===== config.mk =====
export PLATFORM = sky130hd
export DESIGN_NAME = mul_iterative_unit
export DESIGN_NICKNAME = d
export VERILOG_FILES = /design/src/rtl/mul_iterative_unit.sv
export SDC_FILE = /design/constraint.sdc
export NUM_CORES = 1
export LEC_CHECK = 0
export ABC_CLOCK_PERIOD_IN_PS = 8500
export CORE_ASPECT_RATIO = 1.5
export CORE_MARGIN = 8
export CORE_UTILIZATION = 36
export CTS_CLUSTER_DIAMETER = 150
export DETAILED_ROUTE_END_ITERATION = 16
export PLACE_DENSITY = 0.62
export SETUP_SLACK_MARGIN = 0.1
export SLEW_MARGIN = 10
export SYNTH_ARGS = -nofsm -noshare
export SYNTH_HDL_FRONTEND = slang
export SYNTH_SLANG_ARGS = --single-unit

===== constraint.sdc =====
create_clock -name clk -period 8.5 [get_ports clk]
set_input_delay 1.7 -clock clk [delete_from_list [all_inputs] [get_ports clk]]
set_output_delay 1.7 -clock clk [all_outputs]
set_load 0.01 [all_outputs]

===== src/rtl/mul_iterative_unit.sv =====
// rtl/mul_iterative_unit.sv - iterative shift-add multiplier for the Execute stage
// Retires BITS_PER_CYCLE multiplier bits per BUSY cycle and stalls the pipeline until the product is ready.
module mul_iterative_unit #(
   parameter int WIDTH          = 32,
   parameter int BITS_PER_CYCLE = 1
) (
   input  logic             clk,
   input  logic             rst_n,
   input  logic             x_mul_req,
   input  logic             x_advance,
   input  logic             x_flush,
   input  logic [WIDTH-1:0] x_op_a,
   input  logic [WIDTH-1:0] x_op_b,
   output logic             x_alu_ready,
   output logic             x_mul_busy,
   output logic [WIDTH-1:0] x_mul_result
);

   localparam int N_ITER = WIDTH / BITS_PER_CYCLE;
   localparam int CNT_W  = (N_ITER > 1) ? $clog2(N_ITER) : 1;

   typedef enum logic [1:0] {
      ST_IDLE,
      ST_BUSY,
      ST_DONE
   } state_e;

   state_e             state_q, state_d;
   logic [WIDTH-1:0]   acc_q, acc_d;
   logic [WIDTH-1:0]   mcand_q, mcand_d;
   logic [WIDTH-1:0]   mplier_q, mplier_d;
   logic [CNT_W-1:0]   cnt_q, cnt_d;
   logic [WIDTH-1:0]   result_q, result_d;
   logic               busy_q, busy_d;
   logic [WIDTH-1:0]   step_sum;

   always_comb begin
      step_sum = '0;
      for (int k = 0; k < BITS_PER_CYCLE; k++) begin
         if (mplier_q[k]) begin
            step_sum = step_sum + (mcand_q << k);
         end
      end
   end

   always_comb begin
      state_d  = state_q;
      acc_d    = acc_q;
      mcand_d  = mcand_q;
      mplier_d = mplier_q;
      cnt_d    = cnt_q;
      result_d = result_q;

      case (state_q)
         ST_IDLE: begin
            if (x_mul_req && !x_flush) begin
               mcand_d  = x_op_a;
               mplier_d = x_op_b;
               acc_d    = '0;
               cnt_d    = '0;
               state_d  = ST_BUSY;
            end
         end
         ST_BUSY: begin
            // A flush or a vanished request abandons the partial product.
            if (x_flush || !x_mul_req) begin
               state_d = ST_IDLE;
            end else begin
               acc_d    = acc_q + step_sum;
               mcand_d  = mcand_q << BITS_PER_CYCLE;
               mplier_d = mplier_q >> BITS_PER_CYCLE;
               cnt_d    = cnt_q + CNT_W'(1);
               if (cnt_q == CNT_W'(N_ITER - 1)) begin
                  result_d = acc_q + step_sum;
                  state_d  = ST_DONE;
               end
            end
         end
         ST_DONE: begin
            if (x_flush || x_advance || !x_mul_req) begin
               state_d = ST_IDLE;
            end
         end
         default: begin
            state_d = ST_IDLE;
         end
      endcase

      busy_d = (state_d == ST_BUSY);
   end

   always_ff @(posedge clk or negedge rst_n) begin
      if (!rst_n) begin
         state_q  <= ST_IDLE;
         acc_q    <= '0;
         mcand_q  <= '0;
         mplier_q <= '0;
         cnt_q    <= '0;
         result_q <= '0;
         busy_q   <= 1'b0;
      end else begin
         state_q  <= state_d;
         acc_q    <= acc_d;
         mcand_q  <= mcand_d;
         mplier_q <= mplier_d;
         cnt_q    <= cnt_d;
         result_q <= result_d;
         busy_q   <= busy_d;
      end
   end

   assign x_alu_ready  = ~x_mul_req | (state_q == ST_DONE);
   assign x_mul_busy   = busy_q;
   assign x_mul_result = result_q;

endmodule


==> results.ini, run 1 <==
[run_status]
outcome = finished, final reports clean

[clock_network]
cts_tree = built
hold_buffers = 0
cts_buffers = 17
cts_buffer_depth = 2
numClockSinks = 136
cts_root_buf = clkbuf_16
clk_latency_ps = 430
h-tree-depth = 4
cts.repair.resized = 0
clk_pin_slew_ps = 50
post_cts_buffers = 0

[critical_path]
crit_fanout = 2
path_delay_family = buffers and inverters
cp_common_cell = clkdlybuf4s50_1
arrival_ps = 2770
r2r-start = mplier_q[0]$_DFFE_PN0P_
setup.worst_path.start_class = input port
critPathBufInv = 2
critical_path_class = in -> out
cpMaxStageDelayCell = clkdlybuf4s50_1
cp-startpoint = x_mul_req
worstSetupEndpointType = output port
cp_data_required_time_ps = 6800
worstPathCellList = clkdlybuf4s50_1 > o21ai_0 > clkdlybuf4s50_1
cp_slowest_stage_delay_ps = 570

[grt]
overflow = 0
grt_antenna_before_repair = 0
grt_pass1_wl_um = 32140
grt_use_total_pct = 15.66
grt_max_degree = 71
grt_pass1_vias = 6287

[synth]
synth_warnings = 0
async_flop_share_pct = 100.0
ys_top_cells_by_area = dfrtp_1 46%, a221o_1 6.5%, ha_1 5.6%
ys_types = 53
synthAdderAreaFrac_pct = 5.886
synth_nets = 815
synth-main-ff-cell = dfrtp_1
synthCells = 712
yosys.area.top_type = dfrtp_1
synth_edf_count = 0
synth_compound_area_share_pct = 23.02
synth_top_area_share_pct = 46.27
synth_xor_area_share_pct = 3.454
synth-simple-area-share_pct = 14.36
syn_area_per_cell_um2 = 10.33
synth_top_family_by_area = compound AO/OA/AOI/OAI gates
ys_seq_area_share_pct = 46.27
ys_ff_latch = 136
synthMuxAreaShare_pct = 4.117
synthesis.area_um2 = 7355

[sta]
fin_crit_sh_pct = 52.62
slew_viol_final = 0
tightest_slew_ps = 902.5
setup_viol = 0
fin_crit_ps = 4473
fin_setup_tns_ps = 0
finalHoldViolations = 0
maxSlewHeadroom_pct = 39.83
layout_setup_ws_ps = 4027
clock_skew_ps = 15.30
fmax_mhz = 223.6
hold-worst-slack_ps = 478.5
rsz0062_at_grt = no

[placed_design]
place_ws_ps = 4038
place_area_um2 = 8588
hpwl_um = 13210
place.port_buffers = 102
place_congestion = 0.8961

[drt]
vias = 5844
drtIter0Drc = 342
wirelength_um = 18920
firstDrtPassIters = 5
via_per_inst = 5.482
drc = 0
wl_per_cell_um = 17.75
ant_nets = 0

[job]
maxCapViolations = 0

[worst_hold_path]
hp-start = x_mul_result[15]$_DFFE_PN0P_
hold_class = reg -> reg

[layout]
layout_common_cells = 136 x dfrtp_1, 101 x clkdlybuf4s50_1, 56 x nand2_1, 49 x and3_1, 48 x a221o_1
layout-drive-gt1-share_pct = 9.476
final_nets = 893
design_area_um2 = 9193
final_common_cell = dfrtp_1
nFillCells = 1953
syn_to_final_growth_pct = 24.99
diodes = 0

[die]
core_um2 = 20260
die_y_um = 191.1
die_width_um = 132.7
rows = 64
dieArea_um2 = 25350
pin_count = 103
start_util_pct = 36.30

[power_and_ir_drop]
ir_worst_vdd_uv = 107.5
cellLeakagePower_uw = 0.004296
power_density_nw_per_um2 = 195.3

-- synth_stat cells (all sizes together), types with 2 or more instances --
master / count
o21ai: 44
a211o: 2
nand2: 56
xnor2: 19
o22ai: 17
a21boi: 2
inv: 5
ha: 33
nand4: 6
a21oi: 33
nand2b: 5
a221o: 48
and4: 4
xor2: 10
and2: 37
a311o: 2
nor3: 5
a22o: 29
a31o: 5
nor2b: 3
buf: 6
o31ai: 2
a221oi: 2
a21o: 14
o211ai: 5
a211oi: 2
mux2: 26
dfrtp: 136
clkbuf: 45
a31oi: 9
nor2: 23
nand3: 7
and3: 50
o21a: 6
-- per-layer routing --
metal	up-vias	routed length, um	global-route usage (%)
li1	2838	-	-
met1	2871	8143	18.39
met2	111	9511	26.58
met3	24	868	4.261
met4	0	394	6.357
met5	-	0	0
-- stage by stage --
stage	std cells	utilization, %	total power, uW
after floorplan	712	-	934.1
after global placement	1035	42.39	1036
after detailed placement	1035	42.39	1042
after CTS	1066	45.37	1817
after global routing	1066	45.37	1881
final	1066	45.37	1795
-- worst reg2reg max path, stage by stage (launching register included) --
cell	delay (ps)
dfrtp_1	730
and2_1	310
ha_1	210
fa_1	430
a21o_1	230
a311o_1	430
and3_2	270
a211oi_2	440
o21ai_0	210
xor2_1	180
mux2_2	270
-- path summary, 6_finish.rpt --
kind,end,depth (start not counted),slack (ps)
max,x_alu_ready,3,4030
min,x_mul_result[15]$_DFFE_PN0P_,2,480
max reg2reg,x_mul_result[28]$_DFFE_PN0P_,10,4680
min reg2reg,x_mul_result[15]$_DFFE_PN0P_,2,480
max in group asynchronous,acc_q[2]$_DFFE_PN0P_,2,5880
min in group asynchronous,x_mul_result[3]$_DFFE_PN0P_,1,1270
-- layout make-up --
| class | count | area (um2) | share of cell area, % |
|---|---|---|---|
| Sequential cell | 136 | 3403 | 37.02 |
| Inverter | 5 | 18.77 | 0.2042 |
| Multi-Input combinational cell | 520 | 3754 | 40.83 |
| Clock buffer | 21 | 460.4 | 5.009 |
| Clock inverter | 10 | 143.9 | 1.565 |
| Timing Repair Buffer | 110 | 1082 | 11.77 |
| Tap cell | 264 | 330.3 | 3.593 |
-- power breakdown --
part,total [uW],internal [uW],switching (uW)
clock network,767,477,290
logic,274,132,142
registers,755,707,48.3
-- sequential cells by signal (all words and copies together), names as in the netlist --
name	flops
acc_q	32
mcand_q	32
mplier_q	32
x_mul_result	32
cnt_q	5
state_q	2
x_mul_busy	1
-- kinds of logic after synthesis --
family	count (synthesis)
AOI/OAI and AO/OA	230
xor gates and xnor gates	29
adders and majority gates	34
buffers and inverters	56
DFF	136
muxes	27
and+or+nand+nor	200
No activity file was read; power rests on OpenSTA's default activity.
==> run 2: changes to the inputs <==
--- a/config.mk
+++ b/config.mk
@@ -5,13 +5,13 @@
 export SDC_FILE = /design/constraint.sdc
 export NUM_CORES = 1
 export LEC_CHECK = 0
-export ABC_CLOCK_PERIOD_IN_PS = 8500
+export ABC_CLOCK_PERIOD_IN_PS = 4000
 export CORE_ASPECT_RATIO = 1.5
 export CORE_MARGIN = 8
 export CORE_UTILIZATION = 36
 export CTS_CLUSTER_DIAMETER = 150
 export DETAILED_ROUTE_END_ITERATION = 16
-export PLACE_DENSITY = 0.62
+export PLACE_DENSITY = 0.65
 export SETUP_SLACK_MARGIN = 0.1
 export SLEW_MARGIN = 10
 export SYNTH_ARGS = -nofsm -noshare
==> constraint.sdc (replaced) <==
create_clock -name clk -period 4 [get_ports clk]
set_input_delay 0.8 -clock clk [delete_from_list [all_inputs] [get_ports clk]]
set_output_delay 0.8 -clock clk [all_outputs]
set_load 0.01 [all_outputs]
==> run 2 against run 1 <==
  * Cell area rose by 0.12%
  * Wire length fell by 0.36%
  * Critical path depth rose by 7
  * Non-clock buffer count rose by 2
  * First-iteration DRC count rose by 1.8%
  * Critical path type is now reg -> reg
  * Highest routed layer unchanged
==> results.ini, run 2 (synthesized netlist as in run 1, its figures left out) <==
[drt]
vias = 5811  ; was 5844
route.met3.wl_um = 710  ; was 868 um
drtIter0Drc = 348  ; was 342
drc = 0  ; unchanged
top_layer = met4  ; unchanged
wl_per_cell_um = 17.63  ; was 17.75 um
met1_length_um = 8017  ; was 8143 um
firstDrtPassIters = 5  ; unchanged
via_per_inst = 5.436  ; was 5.482
ant_nets = 0  ; unchanged
wirelength_um = 18850  ; was 18920 um
met2_length_um = 9697  ; was 9511 um

[critical_path]
r2r_slack_ps = 600  ; was 4680 ps
r2r-start = mplier_q[0]$_DFFE_PN0P_  ; unchanged
cp_data_required_time_ps = 4310  ; was 6800 ps
path_delay_family = compound AO/OA/AOI/OAI gates  ; was buffers and inverters
setup.worst_path.start_class = flop  ; was input port
regToRegEndpoint = x_mul_result[28]$_DFFE_PN0P_  ; unchanged
critical_path_class = reg -> reg  ; was in -> out
arrival_ps = 3710  ; was 2770 ps
rr_worst_depth = 10  ; unchanged
worstSetupEndpointType = flop  ; was output port
critPathBufInv = 0  ; was 2
cp_slowest_stage_delay_ps = 500  ; was 570 ps
cpMaxStageDelayCell = dfrtp_1  ; was clkdlybuf4s50_1
worstPathCellList = and2_1 > ha_1 > fa_1 > a21o_1 > a311o_1 > and3_2 > a211oi_2 > o21ai_0 > xor2_1 > mux2_2  ; was clkdlybuf4s50_1 > o21ai_0 > clkdlybuf4s50_1
crit_fanout = 14  ; was 2

[power_and_ir_drop]
cellLeakagePower_uw = 0.004305  ; was 0.004296 uW
power_density_nw_per_um2 = 408.9  ; was 195.3 nW/um2
ir_worst_vdd_uv = 285.0  ; was 107.5 uV

[layout]
seqCellArea_um2 = 3403  ; unchanged
nFillCells = 1903  ; was 1953
final_nets = 895  ; was 893
final_common_cell = dfrtp_1  ; unchanged
syn_to_final_growth_pct = 25.14  ; was 24.99%
diodes = 0  ; unchanged
multiInputGateArea_um2 = 3754  ; unchanged
stdcell_count = 1069  ; was 1066
layout-drive-gt1-share_pct = 9.938  ; was 9.476%
layout_common_cells = 136 x dfrtp_1, 101 x clkdlybuf4s50_1, 56 x nand2_1, 49 x and3_1, 48 x a221o_1  ; unchanged

[sta]
tightest_slew_ps = 1065  ; was 902.5 ps
fmax_mhz = 294.1
setup_viol = 0  ; unchanged
fin_crit_sh_pct = 85.00
fin_crit_ps = 3400
rsz0062_at_grt = no  ; unchanged
slew_viol_final = 0  ; unchanged
fin_setup_tns_ps = 0  ; unchanged
maxSlewHeadroom_pct = 28.98  ; was 39.83%
clock_skew_ps = 12.68  ; was 15.30 ps
finalHoldViolations = 0  ; unchanged

[clock_network]
cts_buffers = 17  ; unchanged
clk_pin_slew_ps = 60  ; was 50 ps
clk_latency_ps = 430  ; about the same
h-tree-depth = 4  ; unchanged
cts_tree = built  ; unchanged
hold_buffers = 0  ; unchanged
post_cts_buffers = 0  ; unchanged
cts_buffer_depth = 2  ; unchanged
cts.repair.resized = 0  ; unchanged
cts_root_buf = clkbuf_16  ; unchanged
numClockSinks = 136  ; unchanged

[grt]
grt_antenna_before_repair = 0  ; unchanged
grt_pass1_wl_um = 31530  ; was 32140 um
grt_pass1_vias = 6155  ; was 6287
grt_use_total_pct = 15.48  ; was 15.66%
grt_max_degree = 99  ; was 71
overflow = 0  ; unchanged

[die]
rows = 64  ; unchanged
start_util_pct = 36.30  ; unchanged
die_width_um = 132.7  ; unchanged
core_um2 = 20260  ; unchanged
pin_count = 103  ; unchanged
dieArea_um2 = 25350  ; unchanged
die_y_um = 191.1  ; unchanged

[run_status]
outcome = finished, final reports clean  ; unchanged

[placed_design]
post-place-cells = 1037  ; was 1035
hpwl_um = 13420  ; was 13210 um
place_congestion = 0.8915  ; was 0.8961
place.port_buffers = 102  ; unchanged

[job]
maxCapViolations = 0  ; unchanged

[worst_hold_path]
hold_class = in -> async  ; was reg -> reg

run 2: changes by cell type in the layout (fill, tap and decap cells not counted):
cell	change
clkbuf_8	-1
buf_12	+1
clkinv_4	+2
clkinv_2	+1
inv_6	+1
bufinv_16	-1
clkbuf_1	-1
buf_4	+1
run 2: power breakdown:
part | leakage, uW | internal [uW] | switching (uW)
registers | 0.00180 | 1500 | 98.5
clock network | 0.000280 | 939 | 638
logic | 0.00223 | 284 | 303
total | 0.00430 | 2720 | 1040
run 2: how the worst max path moves through the flow:
stage / start / end / cells past startpoint
finish: mplier_q[0]$_DFFE_PN0P_ / x_mul_result[28]$_DFFE_PN0P_ / 10
CTS: mplier_q[0]$_DFFE_PN0P_ / x_mul_result[28]$_DFFE_PN0P_ / 10
global placement: mplier_q[0]$_DFFE_PN0P_ / x_mul_result[28]$_DFFE_PN0P_ / 10
floorplan: mplier_q[0]$_DFFE_PN0P_ / acc_q[30]$_DFFE_PN0P_ / 10
detailed placement: mplier_q[0]$_DFFE_PN0P_ / x_mul_result[28]$_DFFE_PN0P_ / 10
global route: mplier_q[0]$_DFFE_PN0P_ / x_mul_result[24]$_DFFE_PN0P_ / 10
run 2: stage by stage:
stage	setup WS [ps]	util, %	hold WS [ps]	total power (uW)	instance area (um2)
finish	600.1	45.43	409.9	3764	9204
CTS	565.5	45.43	446.6	3804	9204
global placement	620.7	42.53	466.4	2208	8616
global route	422.4	45.43	481.4	3945	9204
detailed placement	583.8	42.53	470.5	2220	8616
floorplan	993.1	-	449.7	1985	7355
run 2: metal layers:
metal | global-route usage [%] | vias to the layer above
met4 | 6.488 | 0
li1 | - | 2848
met5 | 0 | -
met2 | 26.43 | 119
met3 | 3.787 | 27
met1 | 18.24 | 2817
run 2: worst register-to-register path: stages (launching register included):
cell and delay [ps]:
dfrtp_1 500, and2_1 200, ha_1 210, fa_1 410, a21o_1 220, a311o_1 430
and3_2 260, a211oi_2 420, o21ai_0 180, xor2_1 170, mux2_2 270
run 2: cell type report:
class                      instances  share of cell area (%)
sequential                       136                   36.98
multi-input combinational        520                   40.78
clock buffer                      19                   4.812
inverter                           5                  0.2039
clock inverter                    13                   1.577
timing repair buffer             112                   12.06
tap                              264                   3.589
==> run 3: changes to the inputs <==
--- a/config.mk
+++ b/config.mk
@@ -5,7 +5,7 @@
 export SDC_FILE = /design/constraint.sdc
 export NUM_CORES = 1
 export LEC_CHECK = 0
-export ABC_CLOCK_PERIOD_IN_PS = 4000
+export ABC_CLOCK_PERIOD_IN_PS = 2910
 export CORE_ASPECT_RATIO = 1.5
 export CORE_MARGIN = 8
 export CORE_UTILIZATION = 36
==> constraint.sdc (replaced) <==
create_clock -name clk -period 2.91 [get_ports clk]
set_input_delay 0.582 -clock clk [delete_from_list [all_inputs] [get_ports clk]]
set_output_delay 0.582 -clock clk [all_outputs]
set_load 0.01 [all_outputs]
==> run 3 against run 2 <==
  * Core utilization grew 2.8 points
  * Largest cell class unchanged
  * Clock-buffer cell count grew 1
  * Register-to-register slack lost 590 ps
  * Global-route usage grew 0.27 points
  * Power grew 44%
  * Sequential power grew 37%
==> results.ini, run 3 (synthesized netlist as in run 1, its figures left out) <==
[run_status]
outcome = finished, final reports clean  ; unchanged

[placed_design]
place.port_buffers = 102  ; unchanged
place_area_um2 = 8906  ; was 8616 um2
place_congestion = 0.9110  ; was 0.8915
hpwl_um = 14060  ; was 13420 um

[layout]
layout-drive-gt1-share_pct = 16.90  ; was 9.938%
nFillCells = 1855  ; was 1903
final_common_cell = dfrtp_1  ; unchanged
seqCellArea_um2 = 3403  ; unchanged
final_util_pct = 48.19  ; was 45.43%
design_area_um2 = 9763  ; was 9204 um2
layout_common_cells = 136 x dfrtp_1, 101 x clkdlybuf4s50_1, 56 x nand2_1, 49 x and3_1, 48 x a221o_1  ; unchanged
multiInputGateArea_um2 = 3959  ; was 3754 um2
final_nets = 930  ; was 895
syn_to_final_growth_pct = 32.75  ; was 25.14%
diodes = 0  ; unchanged

[critical_path]
r2r-start = mplier_q[0]$_DFFE_PN0P_  ; unchanged
setup.worst_path.start_class = flop  ; unchanged
worstSetupEndpointType = flop  ; unchanged
critical_path_class = reg -> reg  ; unchanged
cp_data_required_time_ps = 3220  ; was 4310 ps
crit_fanout = 4  ; was 14
regToRegEndpoint = acc_q[30]$_DFFE_PN0P_  ; was x_mul_result[28]$_DFFE_PN0P_
rr_worst_depth = 10  ; unchanged
arrival_ps = 3210  ; was 3710 ps
r2r_slack_ps = 6  ; was 600 ps

[drt]
wl_per_cell_um = 17.80  ; was 17.63 um
vias = 6003  ; was 5811
drtIter0Drc = 298  ; was 348
via_per_inst = 5.438  ; was 5.436
firstDrtPassIters = 4  ; was 5
drc = 0  ; unchanged
wirelength_um = 19650  ; was 18850 um
ant_nets = 0  ; unchanged

[grt]
grt_max_degree = 70  ; was 99
overflow = 0  ; unchanged
grt_use_total_pct = 15.76  ; was 15.48%
grt_pass1_vias = 6330  ; was 6155
grt_pass1_wl_um = 32310  ; was 31530 um
grt_antenna_before_repair = 0  ; unchanged

[clock_network]
cts_root_buf = clkbuf_16  ; unchanged
cts_buffers = 17  ; unchanged
clk_pin_slew_ps = 60  ; about the same
clk_latency_ps = 430  ; about the same
numClockSinks = 136  ; unchanged
cts_tree = built  ; unchanged
cts_buffer_depth = 2  ; unchanged
hold_buffers = 0  ; unchanged
h-tree-depth = 4  ; unchanged

[job]
maxCapViolations = 0  ; unchanged

[sta]
fin_crit_sh_pct = 99.80  ; was 85.00%
clock_skew_ps = 7.362  ; was 12.68 ps
rsz0062_at_grt = yes  ; was no
setup_viol = 0  ; unchanged
tightest_slew_ps = 672.7  ; was 1065 ps
fin_crit_ps = 2904  ; was 3400 ps
slew_viol_final = 0  ; unchanged
fmax_mhz = 344.3  ; was 294.1 MHz
finalHoldViolations = 0  ; unchanged
maxSlewHeadroom_pct = 55.15  ; was 28.98%

[power_and_ir_drop]
ir_worst_vdd_uv = 420.9  ; was 285.0 uV
cellLeakagePower_uw = 0.004525  ; was 0.004305 uW
total_power_uw = 5414  ; was 3764 uW
power_density_nw_per_um2 = 554.6  ; was 408.9 nW/um2

[die]
dieArea_um2 = 25350  ; unchanged
rows = 64  ; unchanged
start_util_pct = 36.30  ; unchanged
pin_count = 103  ; unchanged
die_y_um = 191.1  ; unchanged
core_um2 = 20260  ; unchanged
die_width_um = 132.7  ; unchanged

[worst_hold_path]
hold_class = in -> async  ; unchanged

[run 3: cell types whose count changed in the layout (fill, tap and decap cells not counted), moves of 3 or more]
cell | before | now
buf_4 | 9 | 38
mux2_2 | 26 | 21
o21ai_0 | 43 | 39
mux2_4 | 0 | 5
ha_1 | 33 | 25
a21oi_2 | 0 | 3
o21ai_1 | 1 | 4
buf_12 | 1 | 5
a21oi_1 | 33 | 30
ha_2 | 0 | 4
ha_4 | 0 | 4
[run 3: worst max path at each step]
stage                            startpoint                           end  slack (ps)  depth (start not counted)
floorplan           mplier_q[0]$_DFFE_PN0P_         acc_q[30]$_DFFE_PN0P_          80                         10
global placement    mplier_q[0]$_DFFE_PN0P_  x_mul_result[26]$_DFFE_PN0P_         -20                         10
detailed placement  mplier_q[0]$_DFFE_PN0P_  x_mul_result[26]$_DFFE_PN0P_         -50                         10
CTS                 mplier_q[0]$_DFFE_PN0P_         acc_q[30]$_DFFE_PN0P_         -30                         10
global route        mplier_q[0]$_DFFE_PN0P_         acc_q[30]$_DFFE_PN0P_        -120                         10
finish              mplier_q[0]$_DFFE_PN0P_         acc_q[30]$_DFFE_PN0P_           6                         10
[run 3: area by class of cell]
| class | instances | area share, % |
|---|---|---|
| Inverter | 5 | 0.1922 |
| Timing Repair Buffer | 147 | 14.65 |
| Tap cell | 264 | 3.383 |
| Sequential cell | 136 | 34.86 |
| Multi-Input combinational cell | 520 | 40.55 |
| Clock inverter | 12 | 1.692 |
| Clock buffer | 20 | 4.678 |
[run 3: worst max-delay path, cell delays in order (launching register included)]
cell and delay, ps:
dfrtp_1 410, and2_4 160, ha_4 150, fa_2 340
a21o_1 180, a311o_1 300, a311o_1 280, a21o_1 190
and2_4 150, a211o_1 300, a221o_1 320
[run 3: repair_timing]
action / in CTS / in global routing
endpoints found under the setup margin: 9 / 26
resized for setup: 3 / 40
pin swaps: 1 / 16
setup buffers: 0 / 5
[run 3: power breakdown]
group | leakage (uW) | internal (uW) | switching, uW
sequential | 0.00180 | 2060 | 131
clock | 0.000294 | 1410 | 886
combinational | 0.00244 | 467 | 462
[run 3: per-stage QoR]
step | setup TNS (ps) | hold WS [ps] | setup WS (ps) | instances
after floorplan | 0 | 286.4 | 80.47 | 712
after global placement | -18.70 | 462.2 | -18.70 | 1067
after detailed placement | -72.73 | 473.3 | -52.09 | 1067
after CTS | -31.05 | 18.50 | -31.05 | 1099
after global routing | -463.6 | 28.13 | -120.9 | 1104
final | 0 | 20.31 | 5.880 | 1104
[run 3: per-layer routing]
| metal | up-vias | GRT usage [%] | part of all wire [%] |
|---|---|---|---|
| li1 | 2917 | - | - |
| met1 | 2949 | 17.87 | 43 |
| met2 | 105 | 27.40 | 51 |
| met3 | 32 | 4.129 | 4.0 |
| met4 | 0 | 6.883 | 2.3 |
| met5 | - | 0 | 0 |
